--- config.mk ---
export PLATFORM = sky130hd
export DESIGN_NAME = bdd_reduce_normalize
export DESIGN_NICKNAME = d
export VERILOG_FILES = /design/src/rtl/bdd_reduce_normalize_pkg.sv /design/src/rtl/bdd_reduce_normalize_order_buffer.sv /design/src/rtl/bdd_reduce_normalize.sv
export SDC_FILE = /design/constraint.sdc
export NUM_CORES = 1
export LEC_CHECK = 0
export BUFFER_PORTS_ARGS = -buffer_cell sky130_fd_sc_hd__buf_2
export CORE_ASPECT_RATIO = 1.25
export CORE_MARGIN = 8
export CORE_UTILIZATION = 44
export CTS_BUF_LIST = sky130_fd_sc_hd__clkbuf_4
export DETAILED_ROUTE_END_ITERATION = 6
export GPL_TIMING_DRIVEN = 0
export PLACE_DENSITY = 0.67
export SLEW_MARGIN = 20
export SYNTH_ARGS = -nofsm -noshare
export SYNTH_HDL_FRONTEND = slang
export SYNTH_HIERARCHICAL = 1
export SYNTH_SLANG_ARGS = --single-unit
--- constraint.sdc ---
create_clock -name clk -period 15.3 [get_ports clk]
set_input_delay 0.765 -clock clk [delete_from_list [all_inputs] [get_ports clk]]
set_output_delay 0.765 -clock clk [all_outputs]
set_load 0.01 [all_outputs]
--- src/rtl/bdd_reduce_normalize_pkg.sv ---
// Shared widths, order-buffer entry layout and index helpers for the
// BDD reduce/normalise stage.
package bdd_reduce_normalize_pkg;

  localparam int INDEX_W = 30;
  localparam int VAR_W   = 10;

  localparam logic [INDEX_W-1:0] BDD_ZERO = 30'd0;
  localparam logic [31:0]        STAT_MAX = 32'hFFFF_FFFF;

  typedef struct packed {
    logic               done;
    logic               neg;
    logic [INDEX_W-1:0] value;
  } reduce_entry_t;

  function automatic logic index_negate(input logic [INDEX_W-1:0] x);
    return x[0];
  endfunction

  function automatic logic [INDEX_W-1:0] index_flip(input logic [INDEX_W-1:0] x);
    return x ^ {{(INDEX_W-1){1'b0}}, 1'b1};
  endfunction

  function automatic logic [31:0] sat_inc(input logic [31:0] x, input logic en);
    return (en && (x != STAT_MAX)) ? (x + 32'd1) : x;
  endfunction

endpackage

--- src/rtl/bdd_reduce_normalize_order_buffer.sv ---
// Circular in-order result buffer: bypass entries arrive done, normal entries
// are completed by find-or-insert returns through the fill pointer.
module reduce_order_buffer
  import bdd_reduce_normalize_pkg::*;
#(
  parameter int DEPTH    = 4,
  parameter int PTR_BITS = 2
) (
  input  logic               clk,
  input  logic               reset,
  input  logic               push,
  input  logic               push_done,
  input  logic               push_neg,
  input  logic [INDEX_W-1:0] push_value,
  input  logic               pop,
  input  logic               foi_validOut,
  input  logic [INDEX_W-1:0] foi_result,
  output logic               full,
  output logic               head_done,
  output logic [INDEX_W-1:0] head_value
);

  localparam logic [PTR_BITS:0] COUNT_FULL = (PTR_BITS+1)'(DEPTH);
  localparam logic [PTR_BITS:0] COUNT_ONE  = (PTR_BITS+1)'(1);

  reduce_entry_t         mem [DEPTH];
  logic [PTR_BITS-1:0]   head;
  logic [PTR_BITS-1:0]   tail;
  logic [PTR_BITS-1:0]   fill;
  logic [PTR_BITS:0]     count;
  logic                  err;

  logic [PTR_BITS-1:0]   fill_dist;
  logic                  fill_ok;
  logic                  foi_write;
  logic [PTR_BITS-1:0]   fill_next;
  logic                  found;

  // Fill pointer tracking: next oldest not-done entry, skipping the one completed this cycle.
  always_comb begin
    fill_dist = fill - head;
    fill_ok   = ({1'b0, fill_dist} < count) && !mem[fill].done;
    foi_write = foi_validOut && fill_ok;
    fill_next = tail;
    found     = 1'b0;
    for (int i = 0; i < DEPTH; i++) begin
      logic [PTR_BITS-1:0] p;
      logic [PTR_BITS-1:0] d;
      logic                hit;
      p         = fill + PTR_BITS'(i);
      d         = p - head;
      hit       = ({1'b0, d} < count) && !mem[p].done && !(foi_write && (p == fill));
      fill_next = (!found && hit) ? p : fill_next;
      found     = found | hit;
    end
    full       = (count == COUNT_FULL);
    head_done  = (count != {(PTR_BITS+1){1'b0}}) && mem[head].done;
    head_value = mem[head].value;
  end

  // Storage, pointers and count; a return with nothing pending only raises the sticky error.
  always_ff @(posedge clk) begin
    if (!reset) begin
      head  <= {PTR_BITS{1'b0}};
      tail  <= {PTR_BITS{1'b0}};
      fill  <= {PTR_BITS{1'b0}};
      count <= {(PTR_BITS+1){1'b0}};
      err   <= 1'b0;
      for (int i = 0; i < DEPTH; i++) begin
        mem[i] <= '0;
      end
    end else begin
      if (foi_write) begin
        mem[fill].done  <= 1'b1;
        mem[fill].value <= foi_result ^ {{(INDEX_W-1){1'b0}}, mem[fill].neg};
      end
      if (push) begin
        mem[tail] <= '{done: push_done, neg: push_neg, value: push_value};
        tail      <= tail + PTR_BITS'(1);
      end
      if (pop) begin
        head <= head + PTR_BITS'(1);
      end
      case ({push, pop})
        2'b10:   count <= count + COUNT_ONE;
        2'b01:   count <= count - COUNT_ONE;
        default: count <= count;
      endcase
      fill <= fill_next;
      err  <= err | (foi_validOut && !fill_ok);
    end
  end

endmodule

--- src/rtl/bdd_reduce_normalize.sv ---
// BDD reduce/normalise stage in front of find-or-insert, results returned in order.
// Optional counters: define REDUCE_STATS_EN for stat_bypass/stat_negate/stat_issue.
module bdd_reduce_normalize
  import bdd_reduce_normalize_pkg::*;
#(
  parameter int DEPTH    = 4,
  parameter int PTR_BITS = 2
) (
  input  logic               clk,
  input  logic               reset,
  input  logic [INDEX_W-1:0] e,
  input  logic [INDEX_W-1:0] t,
  input  logic [VAR_W-1:0]   top,
  input  logic               valid,
  output logic               busy,
  output logic [INDEX_W-1:0] result,
  output logic               validOut,
  input  logic               busyIn,
  output logic [INDEX_W-1:0] foi_e,
  output logic [INDEX_W-1:0] foi_t,
  output logic [VAR_W-1:0]   foi_top,
  output logic               foi_valid,
  input  logic               foi_busy,
  input  logic [INDEX_W-1:0] foi_result,
  input  logic               foi_validOut
`ifdef REDUCE_STATS_EN
  ,
  output logic [31:0]        stat_bypass,
  output logic [31:0]        stat_negate,
  output logic [31:0]        stat_issue
`endif
);

  logic               bypass;
  logic               norm_neg;
  logic [INDEX_W-1:0] norm_e;
  logic [INDEX_W-1:0] norm_t;
  logic               accept;
  logic               dispatch;
  logic               pop;
  logic               full;
  logic               head_done;
  logic [INDEX_W-1:0] head_value;
  logic               issue_hold;
  logic [INDEX_W-1:0] push_value;

  // Classification; equal edges never reach find-or-insert and are not normalised.
  always_comb begin
    bypass     = (e == t);
    norm_neg   = index_negate(t);
    norm_e     = norm_neg ? index_flip(e) : e;
    norm_t     = norm_neg ? index_flip(t) : t;
    busy       = full || (!bypass && (foi_busy || issue_hold));
    accept     = valid && !busy;
    dispatch   = accept && !bypass;
    pop        = head_done && !busyIn;
    push_value = bypass ? e : BDD_ZERO;
  end

  reduce_order_buffer #(
    .DEPTH    (DEPTH),
    .PTR_BITS (PTR_BITS)
  ) u_order (
    .clk          (clk),
    .reset        (reset),
    .push         (accept),
    .push_done    (bypass),
    .push_neg     (norm_neg && !bypass),
    .push_value   (push_value),
    .pop          (pop),
    .foi_validOut (foi_validOut),
    .foi_result   (foi_result),
    .full         (full),
    .head_done    (head_done),
    .head_value   (head_value)
  );

  // Dispatch register; issue_hold masks the cycle before find-or-insert can raise foi_busy.
  always_ff @(posedge clk) begin
    if (!reset) begin
      foi_e      <= BDD_ZERO;
      foi_t      <= BDD_ZERO;
      foi_top    <= {VAR_W{1'b0}};
      foi_valid  <= 1'b0;
      issue_hold <= 1'b0;
    end else begin
      foi_valid  <= dispatch;
      issue_hold <= dispatch;
      if (dispatch) begin
        foi_e   <= norm_e;
        foi_t   <= norm_t;
        foi_top <= top;
      end
    end
  end

  // Output register; held while downstream stalls.
  always_ff @(posedge clk) begin
    if (!reset) begin
      result   <= BDD_ZERO;
      validOut <= 1'b0;
    end else if (!busyIn) begin
      validOut <= head_done;
      if (head_done) begin
        result <= head_value;
      end
    end
  end

`ifdef REDUCE_STATS_EN
  // Saturating activity counters.
  always_ff @(posedge clk) begin
    if (!reset) begin
      stat_bypass <= 32'd0;
      stat_negate <= 32'd0;
      stat_issue  <= 32'd0;
    end else begin
      stat_bypass <= sat_inc(stat_bypass, accept && bypass);
      stat_negate <= sat_inc(stat_negate, dispatch && norm_neg);
      stat_issue  <= sat_inc(stat_issue, foi_valid);
    end
  end
`endif

endmodule

* Word-level counts from Yosys, hierarchy flattened *
Memories as Yosys holds them, arrays and structs flattened. A register that Yosys moved wholly into a read port is not among the register bits.
Cells that the tools add are included.

word-level totals
  bits in writable memories = 128
  output and inout port bits = 103
  latch bits = 0
  register bits = 111
  ROM bits = 0
  input port bits = 106
  memories = 1

operators by class
  shifts and indexed selects = 0
  mux-type cells = 25
  bitwise operators = 6
  divide/modulo/power cells = 0
  magnitude comparators = 4
  add/subtract/negate cells = 11
  reductions and logical operators = 42
  equality and inequality tests = 8
  multiply operators = 0

memories
  name         words  width  read ports  clocked after memory_dff  wr ports  RTL line                                 text
  u_order.mem  4      32     5           2                         4         bdd_reduce_normalize_order_buffer.sv:26  reduce_entry_t mem [DEPTH];

operator list
  cell                                                                   number
  32-bit 2-to-1 mux                                                      2
  32-bit OR reduction                                                    2
  30-bit equality test                                                   1
  30-bit 2-to-1 mux                                                      1
  30-bit by 1-bit bitwise XOR with 30-bit output                         1
  2-bit 2-to-1 mux                                                       11
  1-bit logical AND                                                      21
  1-bit logical NOT                                                      14
  2-bit by 3-bit < comparator with 1-bit output                          4
  1-bit 2-to-1 mux                                                       10
  2-bit subtractor                                                       4
  2-bit by 1-bit adder with 2-bit output, second input constant          3
  2-bit equality test                                                    3
  3-bit case mux with 2 select lines                                     1
  2-bit adder, second input constant                                     2
  4-bit != test, second input constant                                   1
  3-bit by 1-bit adder with 3-bit output, second input constant          1
  3-bit equality test, second input constant                             1
  1-bit NOT                                                              3
  3-bit nonzero test                                                     1
  3-bit by 1-bit subtractor with 3-bit output, second input constant     1
  2-bit by 1-bit equality test with 1-bit output, second input constant  1
  2-bit equality test, second input constant                             1
  1-bit logical OR                                                       2
  3 further kinds                                                        4

* Longest topological paths before layout *
Gate-level depths: netlist of the first run.

  word-level depth = 14
  gate-level depth with buffers = 13
  depth with buffers taken out = 12

* Modules after synthesis *
The synthesis of the first run kept the hierarchy.

modules (own cells, without submodules)
  module                sequential area each (um^2)  area each (um^2)  times used  cells each
  reduce_order_buffer   4103.9                       7079.3            1           480
  bdd_reduce_normalize  2021.9                       4575.6            1           522

* Least setup slack after synthesis of the first run *
No wires, ideal clock.

  path kind = flip-flop to flip-flop
  start point = reg u_order.fill[0]
  end point = mem u_order/mem[1][0] (netlist bit) (enable)
  path slack = 9059 ps
  setup time = 528 ps
  stages on the path, launching flop included = 11
  required time = 14772 ps
  buffers on the path = 1
  arrival = 5713 ps
  cell sequence = dfxtp_1 -> clkbuf_1 -> inv_1 -> ha_1 -> xnor2_1 -> inv_1 -> ha_1 -> nor2b_1 -> a311oi_4 -> nand3_4 -> o311ai_0

RTL lines
  item                      RTL line                                 text
  start: declaration        bdd_reduce_normalize_order_buffer.sv:29  logic [PTR_BITS-1:0] fill;
  start signal: assignment  bdd_reduce_normalize_order_buffer.sv:66  fill <= {PTR_BITS{1'b0}};
  start signal: assignment  bdd_reduce_normalize_order_buffer.sv:89  fill <= fill_next;
  end: declaration          bdd_reduce_normalize_order_buffer.sv:26

==> out/qor.yml, run 1 <==
placed_design:
  routabilityCongestion: 0.897
  post-place-cells: 1563
  dp_hpwl_mm: 26.0
  port_buffers: 207
  placed_area_sq_um: 13200
sta:
  fin_tns_setup_ps: 0
  finalSetupViolCount: 0
  skew_ps: 47.8
  hold_slack_ps: 298
  min_period_over_period: 0.252
  hold_violations: 0
  tightest_slew_ps: 1050
  drv_slew: 0
  max_freq_ghz: 0.259
  slew_headroom: 0.298
  grt_setup_unrepaired: "no"
  min_period_ps: 3860
floorplan:
  die_h_um: 198
  io_pins: 209
  start_util: 0.448
  die_x_um: 162
  die_area_sq_um: 32000
  fp.coreArea_sq_um: 26000
  rows: 66
grt:
  grt_max_degree: 32
  grt_pass1_wl_mm: 52.5
  gr-total-overflow: 0
  antenna_found_initial: 4
  grtUsageTotal: 0.212
  grt_pass1_vias: 9459
power_and_ir_drop:
  irDropWorstVdd_v: 0.0000540
  power_mw: 1.58
  total_leakage_power_nw: 5.80
  powerDensity_nw_per_um2: 112
clocking:
  postCtsSetupRepairBufs: 0
  cts_sinks: 242
  clock_latency_ps: 710
  root_buffer: "clkbuf_4"
  cts_buffers: 59
  cts_max_level: 2
  cts_tree: "done"
  cts_resized: 0
  hold_buffers: 0
  clkSlewWorstSetupHoldPaths_ps: 70
  clk_path_buf_depth: 3
yosys:
  synth_area_per_cell_sq_um: 11.6
  synthArstFlopShare: 0
  ys_ff_latch: 242
  synth_fp_nets: 1120
  synth.distinct_cells: 52
  synth-seq-area-share: 0.526
  ys.flop_type: "edfxtp_1"
  synthCells: 1002
  synth_area_sq_um: 11700
  ys.warnings.count: 6
  synth_edf_count: 128
setup_path:
  cpPeakStageDelay_ps: 820
  r2r-end: "u_order/mem[0][9]$_DFFE_PP_"
  reg2reg_slack_ps: 11550
  rr_worst_depth: 12
  crit_chain: "buf_2, xnor2_1, nand4_1, nor4_4, and2_1, o21a_1, clkbuf_1, nand3_1, nand2_1, a31o_2"
  crit_required_ps: 15590
  critPathMaxFanout: 31
  crit_path_start_kind: "input port"
  slowest_stage: "a31o_2"
  crit_type: "in2reg"
  r2r_start: "u_order/fill[0]$_SDFFE_PN0N_"
  crit_family: "simple AND/OR/NAND/NOR gates"
  path_buf_inv: 2
  end_kind: "register"
  cp_data_arrival_time_ps: 4150
drt:
  vias: 9021
  wl_per_cell_um: 20.8
  first_iter_violations: 614
  first_pass_iters: 5
  vias_per_cell: 5.39
  drcViolationCount: 0
  ant_nets: 0
  routed_wl_mm: 34.8
outcome:
  status: "finished, final reports clean"
final_layout:
  stdcell_area_sq_um: 14000
  regArea_sq_um: 6130
  multiInputGateArea_sq_um: 4990
  final_cells: 1675
  fillers: 2370
  area_growth_pct: 20.4
  drive_above_1_share: 0.296
  fin_nets: 1402
hold_path:
  min_to: "foi_top[0]$_SDFFE_PN0P_"
  worstHoldPathCells: 3
  worstHoldStart: "top[0]"
  hp-class: "in2reg"
run:
  drv_cap: 0
-- metal layers --
metal / global-route usage / vias up / part of all wire
li1: - / 4231 / -
met1: 0.242 / 4301 / 0.38
met2: 0.365 / 407 / 0.49
met3: 0.0609 / 78 / 0.091
met4: 0.0928 / 4 / 0.030
met5: 0 / - / 0.00063
-- cells by family (layout without fill, tap and decap cells) --
| group | after synthesis | count (layout) | share of synthesized area |
|---|---|---|---|
| and+or+nand+nor | 324 | 324 | 0.129 |
| DFF | 242 | 242 | 0.526 |
| AOI/OAI and AO/OA | 179 | 179 | 0.125 |
| muxes | 107 | 107 | 0.129 |
| buffers and inverters | 96 | 427 | 0.0478 |
| xor gates and xnor gates | 41 | 41 | 0.0308 |
| adders and majority gates | 12 | 12 | 0.0135 |
| other | 1 | 3 | 0.000322 |
-- report_power, final --
group / internal [mW] / switching (mW)
Combinational: 0.120 / 0.162
Clock: 0.280 / 0.268
Sequential: 0.731 / 0.0185
-- cell type report --
class | instances | area share
Sequential cell | 242 | 0.437
Multi-Input combinational cell | 664 | 0.356
Tap cell | 340 | 0.0303
Clock inverter | 23 | 0.00909
Timing Repair Buffer | 221 | 0.0816
Buffer | 81 | 0.0357
Inverter | 15 | 0.00401
Clock buffer | 87 | 0.0465
Antenna cell | 2 | 0.000357
-- layout by cell type (no fill, tap or decap), types with 5 or more instances in the layout --
cell type  count
a22o_1       105
buf_4         15
dfxtp_1      114
ha_1          11
nand3_1        6
a21boi_0      33
inv_1         13
mux2i_1       71
and2_1        13
buf_2        211
buf_12         6
nand2_1      242
mux4_2        33
edfxtp_1     128
nor4_4         5
clkbuf_4      87
clkinv_2       9
o21ai_0       16
clkinv_1      11
buf_6         11
and3_1        35
nand4_1        7
xnor2_1       37
clkbuf_1      55
a21oi_1        5
-- how the worst max path moves through the flow --
stage / cells after the start / slack (ps) / end / start
floorplan: 10 / 9060 / u_order/mem[1][0]$_DFFE_PP_ / u_order/fill[0]$_SDFFE_PN0N_
global placement: 10 / 5690 / u_order/mem[1][18]$_DFFE_PP_ / u_order/fill[0]$_SDFFE_PN0N_
detailed placement: 10 / 10750 / u_order/mem[3][18]$_DFFE_PP_ / t[6]
CTS: 10 / 11470 / u_order/mem[3][31]$_DFFE_PP_ / t[6]
global route: 12 / 11220 / u_order/mem[0][9]$_DFFE_PP_ / u_order/fill[0]$_SDFFE_PN0N_
finish: 10 / 11440 / u_order/mem[3][31]$_DFFE_PP_ / t[6]
-- synthesized netlist by cell type, types with 3 or more instances --
cell      number  share of area
nand2_1      242          0.078
edfxtp_1     128           0.33
dfxtp_1      114           0.20
a22o_1       105          0.079
mux2i_1       71          0.061
clkbuf_1      55          0.018
xnor2_1       37          0.028
and3_1        35          0.019
a21boi_0      33          0.021
mux4_2        33          0.064
o21ai_0       16         0.0069
and2_1        13         0.0070
inv_1         13         0.0042
ha_1          11          0.012
buf_6         10         0.0097
nand4_1        7         0.0038
buf_12         6          0.010
nand3_1        6         0.0026
a21oi_1        5         0.0021
nor4_4         5         0.0091
buf_2          4         0.0017
nor2b_1        4         0.0021
o311ai_0       4         0.0030
xor2_1         4         0.0030
buf_1          3        0.00097
nand2b_1       3         0.0016
nor2_1         3        0.00097
-- worst register-to-register path: cells and delay by family, from the launching register on --
family / cells / cell delay, ps
buf+inv: 5 / 1100
flops: 1 / 370
xor+xnor: 1 / 220
fa+ha+maj: 2 / 410
compound gates: 2 / 970
simple gates: 2 / 390
-- registers in the layout (all words and copies together), names as in the netlist, 2 cells and up, named ones only --
register and cells:
u_order/mem 128, foi_e 30, u_order/fill 2, result 30
foi_t 29, foi_top 10, u_order/head 2, u_order/tail 2
u_order/count 3
-- per-stage QoR --
stage	utilization	setup slack, ps
6_report	0.539	11440
5_1_grt	0.539	11220
4_1_cts	0.539	11470
3_5_place_dp	0.509	10750
3_3_place_gp	0.504	5690
2_1_floorplan	-	9060
Note: power is estimated with default switching activity, not from simulation.
==> run 2: changes to the inputs <==
--- a/config.mk
+++ b/config.mk
@@ -5,6 +5,7 @@
 export SDC_FILE = /design/constraint.sdc
 export NUM_CORES = 1
 export LEC_CHECK = 0
+export ABC_AREA = 1
 export BUFFER_PORTS_ARGS = -buffer_cell sky130_fd_sc_hd__buf_2
 export CORE_ASPECT_RATIO = 1.25
 export CORE_MARGIN = 8
@@ -12,7 +13,7 @@
 export CTS_BUF_LIST = sky130_fd_sc_hd__clkbuf_4
 export DETAILED_ROUTE_END_ITERATION = 6
 export GPL_TIMING_DRIVEN = 0
-export PLACE_DENSITY = 0.67
+export PLACE_DENSITY = 0.7
 export SLEW_MARGIN = 20
 export SYNTH_ARGS = -nofsm -noshare
 export SYNTH_HDL_FRONTEND = slang
==> constraint.sdc (replaced) <==
create_clock -name clk -period 3.23 [get_ports clk]
set_input_delay 0.1615 -clock clk [delete_from_list [all_inputs] [get_ports clk]]
set_output_delay 0.1615 -clock clk [all_outputs]
set_load 0.01 [all_outputs]
==> run 2 against run 1 <==
  * Non-clock buffer count grew 114
  * Clock-buffer cell count is 1 lower
  * Worst setup slack worse by 11000 ps
  * Clock power rose to 4.9 times the previous value
  * Highest routed layer unchanged
==> out/qor.yml, run 2 <==
yosys:
  ys.flop_type: "edfxtp_1"
  synth.most_common_cell: "nor2_1"
  synth_compound_area_frac: 0.125  # +0.000641
  ys_ff_latch: 242  # unchanged
  ys_top_cells_by_area: "edfxtp_1, dfxtp_1, nor2_1"
  yosys.area_share.simple: 0.228  # +0.0997
  synthCells: 1511  # +51%
  synth_commonest_cells: "nor2_1, nand2_1, o21ai_0"
  synth_xor_area_frac: 0.0214  # -0.00940
  muxShareOfSynthArea: 0  # -0.129
  synthArstFlopShare: 0  # unchanged
  synthAdderAreaFrac: 0.0133  # -0.000240
  synth_fp_nets: 1629  # +45%
  synth_area_per_cell_sq_um: 7.85  # -32%
  synth_area_sq_um: 11900  # +1.8%
  synth_top_family_by_area: "simple AND/OR/NAND/NOR gates"
  synth-seq-area-share: 0.516  # -0.00931
  yosysTopAreaCellShare: 0.324  # -0.00584
  yosys.area.top_type: "edfxtp_1"
  synth.distinct_cells: 38  # -27%
  ys.warnings.count: 6  # unchanged
  synth_edf_count: 128  # unchanged
setup_path:
  end_kind: "register"
  rr_worst_depth: 15  # +3
  crit_required_ps: 3630  # -11,960 ps
  crit_family: "buffers and inverters"
  r2r-end: "u_order/count[2]$_SDFFE_PN0P_"
  slowest_stage: "dlygate4sd3_1"
  cp_data_arrival_time_ps: 3440  # -710 ps
  crit_chain: "dlygate4sd3_1, buf_2, xnor2_1, nand2_1, nor2_1, nand2_1, nor2_1, nand2_2, inv_1, o21ai_0, nor2_1, nand2_1, inv_1, nand2_2, buf_2, o211ai_1, buf_4, buf_4"
  reg2reg_slack_ps: 280  # -11,270 ps
  crit_type: "in2reg"
  cpPeakStageDelay_ps: 540  # -280 ps
  crit_path_start_kind: "input port"
  path_buf_inv: 7  # +5
  critPathMaxFanout: 10  # -68%
drt:
  met3_wirelength_mm: 3.72  # +18%
  first_iter_violations: 964  # +57%
  first_pass_iters: 6  # +1
  vias: 11520  # +28%
  wl_per_cell_um: 17.1  # -18%
  met2_length_mm: 19.4  # +12%
  routed_wl_mm: 39.3  # +13%
  vias_per_cell: 5.01  # -7.0%
  met1_length_mm: 14.6  # +9.2%
  highest_layer: "met5"
  drcViolationCount: 0  # unchanged
  ant_nets: 0  # unchanged
floorplan:
  die_x_um: 163  # +0.81%
  start_util: 0.445  # -0.00297
  io_pins: 209  # unchanged
  die_h_um: 200  # +0.82%
  fp.coreArea_sq_um: 26700  # +2.5%
  die_area_sq_um: 32500  # +1.6%
  rows: 67  # +1.5%
power_and_ir_drop:
  power_frac_clock: 0.325  # -0.022
  powerDensity_nw_per_um2: 530  # +370%
  p_seq_frac: 0.452  # -0.023
  p_sw_frac: 0.308  # +0.0238
  irDropWorstVdd_v: 0.000299  # +450%
  p_int_mw: 5.67  # +400%
  switching_power_mw: 2.52  # +460%
  total_leakage_power_nw: 7.19  # +24%
  combPwrFrac: 0.222  # +0.044
clocking:
  clock_latency_ps: 720  # about the same
  clkSlewWorstSetupHoldPaths_ps: 70  # about the same
  cts_tree: "done"
  cts_sinks: 242  # unchanged
  clk_path_buf_depth: 3  # unchanged
  cts_buffers: 59  # unchanged
  root_buffer: "clkbuf_4"
  cts_max_level: 2  # unchanged
final_layout:
  final_cell_mix: "nor2_1, nand2_1, buf_2, o21ai_0, inv_1"
  utilization: 0.580  # +0.0401
  largestRegisters: "u_order/mem: 128 flops, foi_e: 30 flops, result: 30 flops"
  final_common_cell: "nor2_1"
  drive_above_1_share: 0.200  # -0.0955
  area_growth_pct: 30.2
  fin_nets: 2024  # +44%
  regMostFlops: "u_order/mem"
  largest_reg_flops: 128  # unchanged
hold_path:
  worstHoldStart: "e[0]"
  worstHoldPathCells: 6  # +3
  min_to: "foi_e[0]$_SDFFE_PN0P_"
  hp-class: "in2reg"
grt:
  gr-total-overflow: 0  # unchanged
  grt_pass1_wl_mm: 61.4  # +17%
  grt_max_degree: 19  # -41%
  grt_pass1_vias: 11859  # +25%
  grtUsageTotal: 0.239  # +0.0267
  antenna_found_initial: 3  # -1
sta:
  max_freq_ghz: 0.329
  min_period_over_period: 0.941
  hold_violations: 0  # unchanged
  skew_ps: 52.5  # +4.66 ps
  tightest_slew_ps: 783  # -269 ps
  min_period_ps: 3040
  finalSetupViolCount: 0  # unchanged
  layout_setup_ws_ps: 192  # -11,250 ps
  drv_slew: 0  # unchanged
  slew_headroom: 0.478  # +0.180
placed_design:
  port_buffers: 207  # unchanged
  dp_hpwl_mm: 28.4  # +9.1%
  routabilityCongestion: 0.889  # -0.95%
  dpl_worst_slack_ps: -609  # -11,360 ps
run:
  drv_cap: 0  # unchanged
outcome:
  status: "finished, final reports clean"
==> run 2: cell types whose count changed after synthesis, moves of 23 or more <==
cell,previous run,this run
a22o_1,105,0
inv_1,13,176
o21ai_0,16,191
a21boi_0,33,1
nand3_1,6,38
mux2i_1,71,0
nand2_1,242,303
mux4_2,33,0
and3_1,35,0
o21ai_1,1,24
nor2_1,3,322
o22ai_1,0,42
==> run 2: kinds of logic (layout without fill, tap and decap cells) <==
family / after synthesis / after routing
AO/OA/AOI/OAI: 280 / 280
XOR/XNOR: 29 / 29
adder cells (fa/ha/maj): 12 / 12
buffers and inverters: 266 / 709
flip-flops: 242 / 242
other: 1 / 3
AND/OR/NAND/NOR: 681 / 681
==> run 2: stage by stage <==
stage                     hold slack [ps]  TNS, ps  instance area, sq um  total power, mW  std cells
after CTS                           0.749        0                 15400             8.20       2292
after global routing                 42.4    -11.1                 15400             8.64       2300
final                                47.8        0                 15400             8.18       2301
after global placement                382  -175240                 13400             5.37       2063
after floorplan                       296   -21640                 11900             4.83       1511
after detailed placement              390   -36970                 13500             5.44       2078
==> run 2: how the worst max path moves through the flow <==
| stage | from | to | slack [ps] | cells past startpoint |
|---|---|---|---|---|
| after floorplan | u_order/fill[0]$_SDFFE_PN0N_ | u_order/mem[0][0]$_DFFE_PP_ | -220 | 11 |
| after global placement | u_order/fill[0]$_SDFFE_PN0N_ | u_order/mem[0][17]$_DFFE_PP_ | -1560 | 11 |
| after detailed placement | e[1] | u_order/mem[1][16]$_DFFE_PP_ | -610 | 18 |
| after CTS | t[29] | u_order/mem[1][12]$_DFFE_PP_ | 10 | 19 |
| after global routing | t[29] | u_order/mem[0][18]$_DFFE_PP_ | -6 | 18 |
| final | t[29] | u_order/mem[2][21]$_DFFE_PP_ | 190 | 18 |
==> run 2: final cells by class <==
type / instances / area (sq um)
antenna: 2 / 5.00
buffer: 82 / 450
clock buffer: 86 / 646
clock inverter: 23 / 149
fill: 2430 / 11200
inverter: 184 / 703
multi-input combinational: 1003 / 4670
sequential: 242 / 6130
tap: 345 / 432
timing repair buffer: 334 / 2270
==> run 2: worst register-to-register path, delay by kind of cell (launching register included) <==
kind / cells / cell delay [ps]
AND/OR/NAND/NOR: 1 / 180
adder cells (fa/ha/maj): 2 / 540
flip-flops: 1 / 310
buffers and inverters: 5 / 860
AO/OA/AOI/OAI: 7 / 950
==> run 2: metal layers <==
metal | vias to the layer above | global-route usage
li1 | 5662 | -
met1 | 5232 | 0.258
met2 | 517 | 0.422
met3 | 105 | 0.0680
met4 | 4 | 0.116
met5 | - | 0
==> run 2: timing repair <==
action,CTS,global route
buffers inserted,0,7
endpoints found under the setup margin,24,80
resized for setup,7,10
hold buffers,105,0
hold endpoints to repair,203,0
pin swaps,0,1
==> run 2: power by group through the flow <==
stage / logic (mW) / clock network, mW / registers (mW)
CTS: 1.79 / 2.71 / 3.70
detailed placement: 1.67 / 0 / 3.76
finish: 1.82 / 2.66 / 3.70
global route: 2.04 / 2.87 / 3.73
floorplan: 1.03 / 0 / 3.80
global placement: 1.60 / 0 / 3.77
==> run 3: changes to the inputs <==
--- a/config.mk
+++ b/config.mk
@@ -7,15 +7,16 @@
 export LEC_CHECK = 0
 export ABC_AREA = 1
 export BUFFER_PORTS_ARGS = -buffer_cell sky130_fd_sc_hd__buf_2
+export CELL_PAD_IN_SITES_DETAIL_PLACEMENT = 1
+export CELL_PAD_IN_SITES_GLOBAL_PLACEMENT = 1
 export CORE_ASPECT_RATIO = 1.25
 export CORE_MARGIN = 8
-export CORE_UTILIZATION = 44
+export CORE_UTILIZATION = 39
 export CTS_BUF_LIST = sky130_fd_sc_hd__clkbuf_4
 export DETAILED_ROUTE_END_ITERATION = 6
 export GPL_TIMING_DRIVEN = 0
-export PLACE_DENSITY = 0.7
+export PLACE_DENSITY = 0.8
 export SLEW_MARGIN = 20
 export SYNTH_ARGS = -nofsm -noshare
 export SYNTH_HDL_FRONTEND = slang
-export SYNTH_HIERARCHICAL = 1
 export SYNTH_SLANG_ARGS = --single-unit
==> run 3 against run 2 <==
  * Design area is 0.95% lower
  * Clock skew is 10 ps lower
  * Flip-flop and latch count stayed put
  * Global-route usage is 3.6 points higher
  * Clock-buffer cell count is 13 higher
  * Critical endpoint is now u_order.mem[1][29]$_DFFE_PP_
==> out/qor.yml, run 3 <==
outcome:
  status: "finished, final reports clean"
yosys:
  synth_commonest_cells: "nand2_1, nor2_1, nand3_1"
  synthAdderAreaFrac: 0.0134  # +0.000149
  ys.flop_type: "edfxtp_1"
  synth.most_common_cell: "nand2_1"
  synth_xor_area_frac: 0.0142  # -0.00722
  synth_area_per_cell_sq_um: 8.05  # +2.6%
  synth_compound_area_frac: 0.117  # -0.00798
  synthCells: 1457  # -3.6%
  synth_area_sq_um: 11700  # -1.1%
  yosys.area_share.simple: 0.264  # +0.0361
  synth.distinct_cells: 36  # -5.3%
  muxShareOfSynthArea: 0  # unchanged
  ys_top_cells_by_area: "edfxtp_1, dfxtp_1, nand2_1"
  synth_edf_count: 128  # unchanged
  yosysTopAreaCellShare: 0.328  # +0.00363
  ys_ff_latch: 242  # unchanged
  synth-seq-area-share: 0.522  # +0.00578
  yosys.area.top_type: "edfxtp_1"
  ys.warnings.count: 0  # -6
  synth_fp_nets: 1575  # -3.3%
  synth_top_family_by_area: "simple AND/OR/NAND/NOR gates"
  synthArstFlopShare: 0  # unchanged
clocking:
  cts_max_level: 2  # unchanged
  clkSlewWorstSetupHoldPaths_ps: 80  # about the same
  cts_tree: "done"
  root_buffer: "clkbuf_4"
  clk_path_buf_depth: 3  # unchanged
  cts_buffers: 60  # +1.7%
  clock_latency_ps: 740  # +20 ps
  cts_sinks: 242  # unchanged
final_layout:
  fillers: 3754  # +54%
  largest_reg_flops: 128  # unchanged
  utilization: 0.513  # -0.0669
  stdcell_area_sq_um: 15300  # -0.95%
  regMostFlops: "u_order.mem"
  fin_nets: 1954  # -3.5%
  final_common_cell: "nand2_1"
  drive_above_1_share: 0.209  # +0.00914
  area_growth_pct: 30.4
  final_cell_mix: "nand2_1, buf_2, nor2_1, nand3_1, edfxtp_1"
  final_cells: 2287  # -0.61%
  largestRegisters: "u_order.mem: 128 flops, foi_e: 30 flops, result: 30 flops"
floorplan:
  start_util: 0.393  # -0.0520
  rows: 71  # +6.0%
  die_area_sq_um: 35900  # +11%
  die_x_um: 171  # +5.1%
  io_pins: 209  # unchanged
  fp.coreArea_sq_um: 29800  # +12%
  die_h_um: 210  # +5.2%
sta:
  tightest_slew_ps: 779  # -3.63 ps
  fin_tns_setup_ps: 0  # unchanged
  skew_ps: 42.3  # -10.2 ps
  max_freq_ghz: 0.323  # -1.7%
  min_period_ps: 3090  # +53.4 ps
  grt_setup_unrepaired: "no"
  hold_violations: 0  # unchanged
  min_period_over_period: 0.957  # +0.0165
  finalSetupViolCount: 0  # unchanged
  drv_slew: 0  # unchanged
  slew_headroom: 0.480  # +0.00242
setup_path:
  r2r_start: "u_order.fill[0]$_SDFFE_PN0N_"
  end_kind: "register"
  crit_required_ps: 3630  # about the same
  rr_worst_depth: 14  # -1
  reg2reg_slack_ps: 140  # -140 ps
  cp_data_arrival_time_ps: 3490  # +50 ps
  r2r-end: "u_order.mem[1][29]$_DFFE_PP_"
  crit_type: "reg2reg"
  critPathMaxFanout: 24  # +14
  crit_path_start_kind: "register"
power_and_ir_drop:
  irDropWorstVdd_v: 0.000287  # -4.1%
  power_mw: 8.08  # -1.3%
  powerDensity_nw_per_um2: 528  # -0.32%
  total_leakage_power_nw: 7.16  # -0.46%
hold_path:
  worstHoldPathCells: 5  # -1
  hp-class: "in2reg"
  min_to: "u_order.mem[1][0]$_DFFE_PP_"
  worstHoldStart: "foi_result[0]"
drt:
  routed_wl_mm: 49.8  # +27%
  wl_per_cell_um: 21.8  # +27%
  first_iter_violations: 774  # -20%
  first_pass_iters: 6  # unchanged
  vias_per_cell: 5.37  # +7.3%
  vias: 12283  # +6.6%
  drcViolationCount: 0  # unchanged
  ant_nets: 0  # unchanged
grt:
  grt_max_degree: 25  # +6
  grt_pass1_vias: 13628  # +15%
  grtUsageTotal: 0.275  # +0.0360
  grt_pass1_wl_mm: 76.2  # +24%
  gr-total-overflow: 0  # unchanged
  antenna_found_initial: 2  # -1
placed_design:
  routabilityCongestion: 0.873  # -1.8%
  dp_hpwl_mm: 34.7  # +22%
  placed_area_sq_um: 13400  # -1.1%
  port_buffers: 206  # -0.48%
  post-place-cells: 2069  # -0.43%
run:
  drv_cap: 0  # unchanged
## run 3: logic make-up after synthesis
kind of cell | Yosys count
other cells | 1
fa+ha+maj | 12
compound gates | 245
simple gates | 759
buf+inv | 179
flops | 242
xor+xnor | 19
## run 3: worst max-delay path by stage
stage	slack, ps	cells after the start	startpoint	end
floorplan	30	13	u_order.fill[0]$_SDFFE_PN0N_	u_order.mem[1][0]$_DFFE_PP_
global placement	-1130	13	u_order.fill[0]$_SDFFE_PN0N_	u_order.mem[1][14]$_DFFE_PP_
detailed placement	-540	13	register	u_order.count[2]$_SDFFE_PN0P_
CTS	20	15	u_order.fill[0]$_SDFFE_PN0N_	u_order.mem[0][1]$_DFFE_PP_
global route	30	14	u_order.fill[0]$_SDFFE_PN0N_	u_order.mem[1][29]$_DFFE_PP_
finish	140	14	u_order.fill[0]$_SDFFE_PN0N_	u_order.mem[1][29]$_DFFE_PP_
## run 3: routing by layer
metal,track usage,share of wire,vias up
met5,0,0,-
met2,0.488,0.50,579
li1,-,-,5634
met3,0.0765,0.082,142
met4,0.145,0.046,0
met1,0.290,0.37,5928
## run 3: power breakdown
part	internal, mW	total, mW	leakage, nW	switching (mW)
Combinational	0.611	1.70	4.41	1.09
Clock	1.45	2.76	0.489	1.31
Sequential	3.50	3.61	2.26	0.114
## run 3: worst max-delay path, stage by stage, from the launching register on
cell and delay [ps]:
dfxtp_1 350, inv_1 120, ha_1 250, xnor2_2 210, ha_1 260, a21o_1 190
nand2_1 90, nand3_1 70, nor2_1 180, nand2_2 150, nor3_4 240, buf_6 200
nor2_1 80, nand2_4 140, buf_12 210
## run 3: repair_timing
item	4_1_cts	5_1_grt
buffers inserted	5	2
resized for setup	10	11
hold buffers	101	0
endpoints found under the setup margin	96	144
pin swaps	2	0
hold endpoints to repair	194	0
## run 3: layout make-up
type | instances | area (sq um) | share of cell area
sequential | 242 | 6130 | 0.400
tap | 401 | 502 | 0.0328
inverter | 82 | 312 | 0.0204
clock inverter | 10 | 65.1 | 0.00425
antenna | 3 | 7.51 | 0.000491
buffer | 95 | 505 | 0.0330
multi-input combinational | 1036 | 4850 | 0.317
clock buffer | 99 | 743 | 0.0486
timing repair buffer | 319 | 2190 | 0.143
## run 3: per-stage QoR
step | worst slack, ps | hold slack [ps]
finish | 138 | 72.5
global route | 34.5 | 94.3
CTS | 15.8 | 6.63
detailed placement | -542 | 419
global placement | -1130 | 412
floorplan | 34.8 | 301
